<file path="src/rtl/parity_fold.sv">
// Combinational XOR fold of a DATA_WIDTH beat down to PAR_WIDTH bits.
// Shared between the parity generator and the parity checker.
module parity_fold #(
  parameter int DATA_WIDTH = 256,
  parameter int PAR_WIDTH  = 32
) (
  input  logic [DATA_WIDTH-1:0] data,
  output logic [PAR_WIDTH-1:0]  fold
);

  localparam int NUM_WORDS = DATA_WIDTH / PAR_WIDTH;

  logic [PAR_WIDTH-1:0] words [NUM_WORDS];

  generate
    if ((DATA_WIDTH % PAR_WIDTH) != 0) begin : g_width_check
      $error("parity_fold: DATA_WIDTH must be a multiple of PAR_WIDTH");
    end
    for (genvar gi = 0; gi < NUM_WORDS; gi++) begin : g_word
      assign words[gi] = data[gi*PAR_WIDTH +: PAR_WIDTH];
    end
  endgenerate

  always_comb begin
    fold = '0;
    for (int k = 0; k < NUM_WORDS; k++) begin
      fold ^= words[k];
    end
  end

endmodule

</file>
<file path="config.mk">
export PLATFORM = sky130hd
export DESIGN_NAME = parity_fold
export DESIGN_NICKNAME = d
export VERILOG_FILES = /design/src/rtl/parity_fold.sv
export SDC_FILE = /design/constraint.sdc
export NUM_CORES = 1
export LEC_CHECK = 0
export BUFFER_PORTS_ARGS = -buffer_cell sky130_fd_sc_hd__buf_2
export CAP_MARGIN = 30
export CORE_AREA = 2 2 113 115
export DETAILED_ROUTE_END_ITERATION = 8
export DIE_AREA = 0 0 115 117
export SYNTH_ARGS = -nofsm -noshare
export SYNTH_HDL_FRONTEND = slang
export SYNTH_SLANG_ARGS = --single-unit
export TNS_END_PERCENT = 100
</file>
<file path="constraint.sdc">
create_clock -name vclk -period 1
set_input_delay 0.3 -clock vclk [all_inputs]
set_output_delay 0.3 -clock vclk [all_outputs]
set_load 0.02 [all_outputs]
</file>
======== Yosys cells after proc, flatten, opt, wreduce, memory -nomap -nowiden ========
Index checks and enable logic that the tools add are counted.
operators by class
  bitwise gates (word level) .............. 7
operators by type and width
  cell        number
  XOR 32 bit  7
storage, ports and cells
  logic and storage cells ................. 7
  input bits .............................. 256
  flip-flop bits (word level) ............. 0
  output and inout bits ................... 32

======== Logic depth before layout (Yosys ltp) ========
  depth after elaboration ................. 7
  mapped depth ............................ 3
  depth with buffers taken out ............ 3

======== Worst setup path after synthesis ========
OpenSTA, ideal clock, no wires.
  kind .................................... in2out
  start point ............................. input data[192]
  end point ............................... output fold[0]
  arrival ................................. 0.984 ns
  path slack .............................. -0.284 ns
  buffers on the path ..................... 0
  cell stages on the path ................. 3
  data required time ...................... 0.700 ns
  path through ............................ xor2_1 -> xnor2_1 -> xnor2_1
on the way
  word-level cells in the longest chain between the ends .. 2
ends and longest elaborated chain
  item                     RTL line  RTL
  start: declaration       7         input logic [DATA_WIDTH-1:0] data,
  XOR 32 bit (2 in a row)  27        fold ^= words[k];
  end: declaration         8         output logic [PAR_WIDTH-1:0] fold
No other way between the ends.

======== Worst setup path after layout ========
  start point ............................. input data[158]
  end point ............................... output fold[30]
on the way
  word-level cells in the longest chain between the ends .. 4
ends and longest elaborated chain
  item                     RTL line
  XOR 32 bit (4 in a row)  27
No other way between the ends.

==> run_results.csv <==
group,metric,value,unit
run_status,status,"finished with violations",
run_status,violations,"negative setup slack",
floorplan,dieWidth,115,um
synth,syn-cell-area,1960,um2
synth,yosysTopAreaCellShare,85.7,%
hold_path,min_delay_path_depth,5,
floorplan,die-area,13500,um2
synth,synth_cells,224,
finish,nNetsFinal,770,
synth,synth_nets,480,
finish,regArea,0,um2
drt,drc_errors,0,
setup_path,slowest_delay,230,ps
finish,drive_gt1_share,99.8,%
setup_path,worstSetupPathType,"input pin to output pin",
clocking,hold_buffers,0,
floorplan,start_util,15.9,%
sta,finalCriticalPeriod,1370,ps
synth,netlist_top_cells_area,"xnor2_1, xor2_1",
finish,clock_buffers,0,
setup_path,end_kind,"output pin",
hold_path,hold_class,"input pin to output pin",
placement,post-place-ws,-488,ps
grt,antenna_found_initial,0,
grt,grt_pass1_wl,9310,um
setup_path,critPathArrivalTime,1070,ps
grt,grt_usage,8.27,%
sta,setup_ws,-368,ps
drt,drt_first_pass_iters,2,
floorplan,rows,41,
placement,hpwl,5680,um
drt,vias_per_cell,3.86,
sta,setup_viol,32,
drt,wl,8710,um
sta,finalHoldViolations,0,
finish,postLayoutCoreUtil,56.4,%
setup_path,crit_path_start,"data[158]",
grt,grt.overflow.total,0,
floorplan,core_area,12300,um2
synth,syn-mean-instance-area,8.76,um2
drt,antenna_left,0,
finish,syn2layout_area_growth,254,%
finish,n_antenna_cell,0,
synth,yosysSeqAreaShare,0,%
placement,gp_congestion,0.721,
synth,synthDistinctLibCells,2,
setup_path,path_cells,"buf_6 > xnor2_2 > xnor2_2 > xnor2_2 > buf_4",
setup_path,required,700,ps
sta,worst_pin_slew,227,ps
floorplan,dieHeight,117,um
placement,io_buffers,288,
grt,grt_max_degree,2,
setup_path,cp-start-kind,"input pin",
sta,drv_slew,0,
drt,vias,2555,
placement,placed_cells,662,
placement,dpl-instance-area,4300,um2
hold_path,min_to,"fold[17]",
setup_path,crit_slowest_cell,"xnor2_2",
flow_run,maxCapViolCount,0,
finish,final_cell_area,6940,um2
grt,grt_pass1_vias,2467,
sta,slew_headroom,84.8,%
drt,drt_iter0_markers,23,
pwr,p_leak,3.27,nW
synth,yosys_warnings,0,
setup_path,worstPathMaxFanout,1,
hold_path,worstHoldStart,"data[209]",
pwr,powerDensity,857,nW/um2
finish,layout_commonest_cell,"xnor2_2",
setup_path,worst_path_most_repeated_cell,"xnor2_2",
floorplan,io_pins,288,
finish,final_cells,662,
pwr,max-vdd-ir-drop,579,uV
sta,rsz0062_at_grt,"true",
drt,avgRoutedWirePerCell,13.2,um
sta,setup_tns,-10980,ps
finish,mostFrequentLayoutCells,"xnor2_2, buf_6, buf_2",
sta,period_share,137,%
synth,yosysTopAreaCell,"xnor2_1",
finish,seq_cells,0,
sta,timing.fmax,0.731,GHz
finish,fillerInstances,917,
-- power by group --
group	leakage (nW)	internal [mW]	total [mW]	switching, mW
Clock	0	0	0	0
Combinational	3.27	3.50	5.95	2.45
Sequential	0	0	0	0
-- layer usage --
metal  wire length, um  part of all wire [%]  GRT usage (%)  vias to the layer above
li1                  -                     -              -                     1217
met1              2100                    24           6.47                     1178
met2              5720                    66           20.4                      152
met3               801                   9.2           1.29                        8
met4                89                   1.0          0.803                        0
met5                 0                     0              0                        -
-- synth_stat cells (all sizes together) --
cell type	count
xor2	32
xnor2	192
-- stage by stage --
stage	hold WS (ps)	power, mW
global placement	1150	4.08
global route	1120	6.25
detailed placement	1160	4.13
finish	1100	5.95
CTS	1120	5.05
floorplan	965	2.83
-- cell families after synthesis --
group | share of synthesized area [%]
xor gates and xnor gates | 100
-- worst max-delay path: cells and delay by family --
family                 cells  cell delay (ps)
XOR/XNOR                   3              500
buffers and inverters      2              250
-- worst max-delay path by stage --
stage / endpoint / slack, ps
global placement: fold[30] / -470
detailed placement: fold[30] / -490
floorplan: fold[0] / -170
global route: fold[5] / -430
CTS: fold[30] / -410
finish: fold[30] / -370
-- layout make-up --
class / count / area, um2 / share of cell area [%]
repair buffers: 288 / 2690 / 38.7
well taps: 150 / 188 / 2.70
multi-input cells: 224 / 4060 / 58.6
-- repair_timing --
item / 4_1_cts / 5_1_grt
setup endpoints to repair: 32 / 32
setup buffers: 0 / 0
pin swaps: 70 / 172
gates resized for setup: 158 / 249
Power figures use the tool's default switching activity.
